## src/rtl/instr_mem_loader.sv

```systemverilog
// instr_mem_loader: packs a little-endian byte stream into 32-bit words and
// writes them into the Simple_Single_CPU instruction memory. The CPU is held in
// reset while a program is loading and is released once the last word is in.
//
// Optional build macro: LOADER_CHECKSUM_EN
//   When defined, the load is followed by a 4-byte little-endian checksum
//   (sum modulo 2^32 of all loaded words). A mismatch returns to IDLE with
//   error_o set and the CPU kept in reset. When undefined, error_o is tied 0.
//
// Byte handshake: a byte transfers on a rising clock edge where byte_valid_i
// and byte_ready_o are both 1. byte_ready_o depends only on the loader state,
// never on byte_valid_i, so the producer may hold or drop valid freely.
//
// dbg_state_o exposes the FSM state: 0 IDLE, 1 LOAD, 2 RUN, 3 CHECK.
module instr_mem_loader #(
  parameter int ADDR_W = 8,
  parameter int DATA_W = 32
) (
  input  logic              clk_i,
  input  logic              rst_i,
  input  logic              load_start_i,
  input  logic [ADDR_W:0]   load_len_i,
  input  logic              abort_i,
  input  logic              byte_valid_i,
  input  logic [7:0]        byte_data_i,
  output logic              byte_ready_o,
  output logic              im_we_o,
  output logic [ADDR_W-1:0] im_addr_o,
  output logic [DATA_W-1:0] im_wdata_o,
  output logic              cpu_rst_n_o,
  output logic              busy_o,
  output logic              done_o,
  output logic              error_o,
  output logic [1:0]        dbg_state_o
);

`ifdef LOADER_CHECKSUM_EN
  typedef enum logic [1:0] {
    ST_IDLE  = 2'd0,
    ST_LOAD  = 2'd1,
    ST_RUN   = 2'd2,
    ST_CHECK = 2'd3
  } state_e;
`else
  typedef enum logic [1:0] {
    ST_IDLE = 2'd0,
    ST_LOAD = 2'd1,
    ST_RUN  = 2'd2
  } state_e;
`endif

  // Lengths above the memory depth are clamped so no write can wrap around.
  localparam logic [ADDR_W:0] MAX_LEN = {1'b1, {ADDR_W{1'b0}}};
  localparam logic [ADDR_W:0] ONE     = {{ADDR_W{1'b0}}, 1'b1};

  state_e              state_q, state_d;
  logic [ADDR_W:0]     len_q, len_d;
  logic [ADDR_W:0]     word_cnt_q, word_cnt_d;
  logic [1:0]          byte_cnt_q, byte_cnt_d;
  logic [23:0]         shift_q, shift_d;
  logic                we_q, we_d;
  logic [ADDR_W-1:0]   addr_q, addr_d;
  logic [DATA_W-1:0]   wdata_q, wdata_d;
`ifdef LOADER_CHECKSUM_EN
  logic [DATA_W-1:0]   sum_q, sum_d;
  logic                error_q, error_d;
`endif

  logic                byte_fire;
  logic                start_go;
  logic [23:0]         shift_in;
  logic [DATA_W-1:0]   packed_word;

  // Byte acceptance and start qualification.
  always_comb begin
    byte_ready_o = (state_q == ST_LOAD)
`ifdef LOADER_CHECKSUM_EN
                   || (state_q == ST_CHECK)
`endif
                   ;
    byte_fire    = byte_valid_i && byte_ready_o;
    // A start is honoured only while idle or running; LOAD/CHECK ignore it.
    start_go     = load_start_i && ((state_q == ST_IDLE) || (state_q == ST_RUN));
    packed_word  = {byte_data_i, shift_q};
  end

  // Place the incoming byte into its little-endian lane of the partial word.
  always_comb begin
    shift_in = shift_q;
    case (byte_cnt_q)
      2'd0:    shift_in[7:0]   = byte_data_i;
      2'd1:    shift_in[15:8]  = byte_data_i;
      2'd2:    shift_in[23:16] = byte_data_i;
      default: shift_in        = shift_q;
    endcase
  end

  // Next-state and datapath control.
  always_comb begin
    state_d    = state_q;
    len_d      = len_q;
    word_cnt_d = word_cnt_q;
    byte_cnt_d = byte_cnt_q;
    shift_d    = shift_q;
    we_d       = 1'b0;
    addr_d     = addr_q;
    wdata_d    = wdata_q;
`ifdef LOADER_CHECKSUM_EN
    sum_d      = sum_q;
    error_d    = error_q;
`endif

    case (state_q)
      ST_LOAD: begin
        if (abort_i) begin
          // Abort wins over a same-cycle 4th byte: the partial word is dropped.
          state_d    = ST_IDLE;
          byte_cnt_d = 2'd0;
        end else begin
          if (byte_fire) begin
            if (byte_cnt_q == 2'd3) begin
              we_d       = 1'b1;
              addr_d     = word_cnt_q[ADDR_W-1:0];
              wdata_d    = packed_word;
              word_cnt_d = word_cnt_q + ONE;
              byte_cnt_d = 2'd0;
`ifdef LOADER_CHECKSUM_EN
              sum_d      = sum_q + packed_word;
`endif
            end else begin
              shift_d    = shift_in;
              byte_cnt_d = byte_cnt_q + 2'd1;
            end
          end
          // Leave LOAD on the write cycle of the final word. The packer keeps
          // running so a checksum byte taken in this cycle is not lost.
          if (we_q && (word_cnt_q == len_q)) begin
`ifdef LOADER_CHECKSUM_EN
            state_d = ST_CHECK;
`else
            state_d = ST_RUN;
`endif
          end
        end
      end
`ifdef LOADER_CHECKSUM_EN
      ST_CHECK: begin
        if (abort_i) begin
          state_d    = ST_IDLE;
          byte_cnt_d = 2'd0;
        end else if (byte_fire) begin
          if (byte_cnt_q == 2'd3) begin
            byte_cnt_d = 2'd0;
            if (packed_word == sum_q) begin
              state_d = ST_RUN;
            end else begin
              state_d = ST_IDLE;
              error_d = 1'b1;
            end
          end else begin
            shift_d    = shift_in;
            byte_cnt_d = byte_cnt_q + 2'd1;
          end
        end
      end
`endif
      ST_IDLE: ;
      ST_RUN:  ;
      default: state_d = ST_IDLE;
    endcase

    if (start_go) begin
      len_d      = (load_len_i > MAX_LEN) ? MAX_LEN : load_len_i;
      word_cnt_d = '0;
      byte_cnt_d = 2'd0;
`ifdef LOADER_CHECKSUM_EN
      sum_d      = '0;
      error_d    = 1'b0;
      state_d    = (load_len_i == '0) ? ST_CHECK : ST_LOAD;
`else
      state_d    = (load_len_i == '0) ? ST_RUN : ST_LOAD;
`endif
    end
  end

  // State and datapath registers; reset clears everything, including the strobe.
  always_ff @(posedge clk_i or negedge rst_i) begin
    if (!rst_i) begin
      state_q    <= ST_IDLE;
      len_q      <= '0;
      word_cnt_q <= '0;
      byte_cnt_q <= 2'd0;
      shift_q    <= '0;
      we_q       <= 1'b0;
      addr_q     <= '0;
      wdata_q    <= '0;
`ifdef LOADER_CHECKSUM_EN
      sum_q      <= '0;
      error_q    <= 1'b0;
`endif
    end else begin
      state_q    <= state_d;
      len_q      <= len_d;
      word_cnt_q <= word_cnt_d;
      byte_cnt_q <= byte_cnt_d;
      shift_q    <= shift_d;
      we_q       <= we_d;
      addr_q     <= addr_d;
      wdata_q    <= wdata_d;
`ifdef LOADER_CHECKSUM_EN
      sum_q      <= sum_d;
      error_q    <= error_d;
`endif
    end
  end

  // Status outputs are decoded straight from the registered state.
  always_comb begin
    im_we_o     = we_q;
    im_addr_o   = addr_q;
    im_wdata_o  = wdata_q;
    cpu_rst_n_o = (state_q == ST_RUN);
    done_o      = (state_q == ST_RUN);
    busy_o      = byte_ready_o;
    dbg_state_o = state_q;
`ifdef LOADER_CHECKSUM_EN
    error_o     = error_q;
`else
    error_o     = 1'b0;
`endif
  end

endmodule

```

## config.mk

```make
export PLATFORM = sky130hd
export DESIGN_NAME = instr_mem_loader
export DESIGN_NICKNAME = d
export VERILOG_FILES = /design/src/rtl/instr_mem_loader.sv
export SDC_FILE = /design/constraint.sdc
export NUM_CORES = 1
export LEC_CHECK = 0
export CORE_AREA = 2 2 114 116
export DETAILED_ROUTE_END_ITERATION = 16
export DIE_AREA = 0 0 116 118
export SYNTH_ARGS = -nofsm -noshare
export SYNTH_HDL_FRONTEND = slang
export SYNTH_SLANG_ARGS = --single-unit
export TNS_END_PERCENT = 30
```

## constraint.sdc

```tcl
create_clock -name clk_i -period 1.9 [get_ports clk_i]
set_input_delay 0.285 -clock clk_i [delete_from_list [all_inputs] [get_ports clk_i]]
set_output_delay 0.285 -clock clk_i [all_outputs]
set_load 0.05 [all_outputs]
```

# After elaboration in Yosys (flattened, before gate mapping)
# Cells that the tools add are included.
# classes
div_mod_pow	0
shifts	0
bitwise	2
reduce_logical	19
order_cmp	1
n_eq_ne	9
mux	20
n_addsub	2
n_mul	0
# ops
operator	count
$mux 9	6
$mux 2	9
$reduce_and 5->1	3
$add 9x1->9 const B	1
$eq 9x9->1	1
$gt 9x9->1 const B	1
$logic_not 9->1	1
$reduce_and 4->1	2
$eq 2x2->1 const B	3
$reduce_bool 2->1	3
$eq 2x1->1 const B	2
$logic_not 2->1	2
$mux 1	4
$ne 2x1->1 const B	2
$ne 4x2->1 const B	1
$pmux 2 s2	1
$reduce_and 2->1	2
$logic_and 1x1->1	3
$reduce_bool 3->1	1
$add 2x1->2 const B	1
$not 1->1	2
$reduce_or 2->1	1
$logic_or 1x1->1	1
# totals
mem_bits_rw	0
inputBits	22
mem_count	0
latch_bits	0
mem_bits_ro	0
elab_cells	63
register_bits	87

# Logic depth before layout (Yosys ltp)
# depth
depth_word	6
mapped_depth	7

# Worst setup path after synthesis
# No wires, ideal clock.
# synth_path
kind	register -> output
start	reg state_q[1], in the netlist dbg_state_o[1]
end	out done_o
t_arrival_ns	1.788
path_stages_with_launch	3
setup_slack_ns	-0.173
path_cell_list	dfrtp_1 > nor2b_1 > buf_4
# synth_between
elab_chain_cells	1
# synth_rtl
element	line	text
start, declared	56	state_e state_q, state_d;
start signal, assigned	202	state_q <= state_d;
$eq 2x2->1	-	
end, declared	32	output logic done_o,
# No other way between the ends.

# Worst setup path in the final report
# layout_path
start	reg wdata_q[17], in the netlist im_wdata_o[17]
end	out im_wdata_o[17]
# layout_lines
element	line	text
start, declared	63	logic [DATA_W-1:0] wdata_q, wdata_d;
start signal, assigned	209	wdata_q <= wdata_d;
end, declared	29	output logic [DATA_W-1:0] im_wdata_o,
# No word-level cell between the ends.

==> metrics.log <==
[metrics] startpoint class of the critical path: register
[metrics] TritonCTS clock tree: built
[metrics] maximum achievable frequency: between 500 and 600 MHz
[metrics] grt ovf: 0
[metrics] critical path buffer and inverter count: 1
[metrics] global-route wire length before repair: 13000 µm
[metrics] Pleak: 2.40 nW
[metrics] count of distinct cell types in the synthesized netlist: 36
[metrics] commonest cells after routing, fill and taps aside: 122 x sky130_fd_sc_hd__nand2_1, 87 x sky130_fd_sc_hd__dfrtp_1, 59 x sky130_fd_sc_hd__clkdlybuf4s50_1, 32 x sky130_fd_sc_hd__mux2_2, 16 x sky130_fd_sc_hd__buf_4
[metrics] final number of setup-violating endpoints: 0
[metrics] internal power contribution: between 3 and 4 mW
[metrics] cell count after synthesis: 336
[metrics] Pre-Repair DR Iteration Count: 4
[metrics] flops & latches, synth: 87
[metrics] Post-synth EDFFs: 0
[metrics] number of cells in the finished layout apart from fillers: between 500 and 600
[metrics] HPWL after DPL: ~5400 µm
[metrics] Avg Vias per Cell: 4.28
[metrics] max_slew headroom: 0.659
[metrics] Worst path depth: 1
[metrics] RR Startpoint: dbg_state_o[0]
[metrics] Final Hold Violating Endpoints: 0
[metrics] kind of critical path: reg -> out
[metrics] Filler Cells Inserted: ~1300
[metrics] via count of the first global-routing pass: roughly 2500
[metrics] Max stage delay cell, worst path: sky130_fd_sc_hd__clkdlybuf4s50_1
[metrics] Starting Density: 0.295
[metrics] worst setup slack for register-to-register paths: around 0.21 ns
[metrics] H-tree Lvls: 3
[metrics] Post-Place Worst Slack: -0.117 ns
[metrics] Synth warnings: 0
[metrics] vertical extent of the die: roughly 120 µm
[metrics] CP required: between 1.5 and 2 ns
[metrics] Total Die Area: 0.0137 mm²
[metrics] met2 wire length: ~3400 µm
[metrics] sequential-to-total area share from yosys stat: 0.595
[metrics] series of cell instances along the critical path: clkdlybuf4s50_1
[metrics] row count: ~40
[metrics] post-layout worst setup margin: a little over 0.08 ns
[metrics] 1st-iter DRT viols: between 150 and 200
[metrics] worst clock skew: about 0.0049 ns
[metrics] overall track demand over capacity in global routing: 0.121
[metrics] net count after synthesis: 363
[metrics] part of the total power dissipated in sequential elements: 0.489
[metrics] detailed-route wire length per cell: 12.7 µm
[metrics] most common library cell in the layout ignoring fill and taps: sky130_fd_sc_hd__nand2_1
[metrics] clock input transition at the sequential cells of the worst setup and hold paths: around 0.06 ns
[metrics] die extent in x: roughly 120 µm
[metrics] Top FF cell, synth: sky130_fd_sc_hd__dfrtp_1
[metrics] routability congestion estimate from global placement: between 0.7 and 0.8
[metrics] max-cap viol count: 0
[metrics] Period minus WS final: 1.82 ns
[metrics] total length of routed met3 wires: 428 µm
[metrics] initial antenna violation count: 0
[metrics] placed cell count: about 570
[metrics] Worst Max-Slew Pin Slew: about 0.5 ns
[metrics] Netlist Area Pre-Place: about 0.0037 mm²
[metrics] RSZ-0062 raised after global routing: no
[metrics] count of final max-slew check failures: 0
[metrics] clk root buf: sky130_fd_sc_hd__clkbuf_16
[metrics] remaining routing DRC violations: 0
[metrics] post-route fraction of the period consumed by the critical path: 0.957
[metrics] largest stage delay on the critical path: 0.82 ns
[metrics] Power per Cell Area: roughly 920 mW/mm²
[metrics] proportion of power drawn by the clock network: 0.379
[metrics] power spent charging and discharging nets: between 1 and 1.5 mW
[metrics] Top Family by Delay on Critical Path: buffers and inverters
[metrics] share of layout cells above drive strength 1: 0.184
[metrics] share of flip-flops with an asynchronous set or reset: 1.00
[metrics] vias post-DR: between 2000 and 3000
[metrics] worst hold-check path type: in -> async
[metrics] number of nets in the layout: approximately 440
[metrics] top cells by area, synth: sky130_fd_sc_hd__dfrtp_1 60%, sky130_fd_sc_hd__nand2_1 13%, sky130_fd_sc_hd__mux2_2 9.8%
[metrics] deepest clock path buffer count: 2
[metrics] synthesized area divided by synthesized cell count: approximately 11 µm²
[metrics] capturing element type of the critical path: output port
[metrics] combinational cell fraction of total power: 0.131
[metrics] total wire length after detailed routing: roughly 7500 µm
[metrics] outcome: finished clean
[metrics] Boundary Pins: 70
[metrics] peak ir drop on the vdd network: approximately 0.52 mV
[metrics] area of the core region: between 0.01 and 0.015 mm²
[metrics] worst path arrival time: 1.53 ns
[metrics] area added between synthesis and finish: 34.0%
[metrics] Antenna Cells: 0
[metrics] CTS sink cnt: 87
[metrics] TritonCTS buffer count: 9
[metrics] met1 wire length: between 3000 and 4000 µm
[metrics] post-route ant nets: 0
[metrics] count of input and output buffers: 68
[metrics] R2R cell count: 4
[metrics] pin count of the biggest net entering global routing: 35
[metrics] total setup buffers inserted after CTS: 0
[metrics] portion of synthesized cell area occupied by the leading cell type: 0.595
[metrics] highest fanout seen on the critical path: 2
[metrics] uppermost signal routing layer after detailed routing: met4
[metrics] clock latency at the later pin of the worst-skew pair: approximately 0.33 ns
[metrics] terminus of the critical flop-to-flop path: shift_q[0]
[metrics] switching power share of the total: 0.244
[metrics] top cell type by total area after synthesis: sky130_fd_sc_hd__dfrtp_1
==> metrics by stage <==
step	util	hold WS [ns]	total power [mW]	setup TNS, ns	area (µm²)
2_1_floorplan	-	-0.0106	2.58	0	3660
6_report	0.395	0.446	4.49	0	4900
3_3_place_gp	0.371	0.270	2.81	-1.67	4600
5_1_grt	0.395	0.472	4.72	0	4900
3_5_place_dp	0.371	0.274	2.83	-2.35	4600
4_1_cts	0.395	0.460	4.56	0	4900
==> cells in the mapped netlist (all sizes together), types with 2 or more instances <==
cell type	number
nand2	126
dfrtp	87
mux2	32
buf	11
xnor2	10
nand3b	8
nor2	8
ha	5
clkbuf	4
inv	4
nand3	4
nand4	4
xor2	4
nor2b	3
nor3	3
a2bb2oi	2
and3	2
and4	2
mux2i	2
nand2b	2
o21ai	2
==> flip-flops by register name, indices dropped and copies added (netlist names) <==
name,count
im_wdata_o,32
im_we_o,1
word_cnt_q,9
im_addr_o,8
byte_cnt_q,2
shift_q,24
len_q,9
dbg_state_o,2
==> routing by layer <==
metal  track usage  up-vias
met4        0.0313        0
met2         0.181       70
met1         0.168     1198
met3        0.0427        5
li1              -     1250
met5             0        -
==> logic make-up after synthesis <==
family | Yosys count | synth area share
and+or+nand+nor | 166 | 0.200
DFF | 87 | 0.595
muxes | 34 | 0.104
buffers and inverters | 19 | 0.0297
xor gates and xnor gates | 14 | 0.0335
AOI/OAI and AO/OA | 10 | 0.0195
adders and majority gates | 5 | 0.0171
other | 1 | 0.00103
==> cell type report <==
class | count | area [µm²] | share of cell area
Multi-Input combinational cell | 230 | 1380 | 0.280
Clock buffer | 10 | 229 | 0.0467
Sequential cell | 87 | 2180 | 0.444
Tap cell | 172 | 215 | 0.0439
Timing Repair Buffer | 82 | 833 | 0.170
Inverter | 4 | 15.0 | 0.00306
Clock inverter | 5 | 58.8 | 0.0120
==> worst max path at each step <==
stage,endpoint,startpoint,slack (ns)
floorplan,shift_q[0],dbg_state_o[0],0.02
global placement,shift_q[1],abort_i,-0.08
detailed placement,shift_q[10],abort_i,-0.12
CTS,dbg_state_o[1],dbg_state_o[1],0.03
global route,im_wdata_o[24],im_wdata_o[24],0.03
finish,im_wdata_o[17],im_wdata_o[17],0.08
==> power groups by stage <==
stage | Sequential [mW] | Combinational, mW | Clock [mW]
6_report | 2.20 | 0.589 | 1.70
2_1_floorplan | 2.26 | 0.328 | 0
3_5_place_dp | 2.23 | 0.600 | 0
4_1_cts | 2.20 | 0.603 | 1.76
3_3_place_gp | 2.23 | 0.586 | 0
5_1_grt | 2.23 | 0.647 | 1.85
==> worst register-to-register path, stage by stage, from the launching register on <==
cell and delay, ns:
sky130_fd_sc_hd__dfrtp_1 0.46, sky130_fd_sc_hd__and4bb_2 0.31, sky130_fd_sc_hd__and2b_2 0.23, sky130_fd_sc_hd__nand2_2 0.21
sky130_fd_sc_hd__mux2_2 0.37
==> what timing repair did <==
item,in CTS,in global routing
hold buffers,1,0
endpoints found under the hold margin,31,0
gates resized for setup,0,1
endpoints found under the setup margin,0,1
Note: power is estimated with default switching activity, not from simulation.
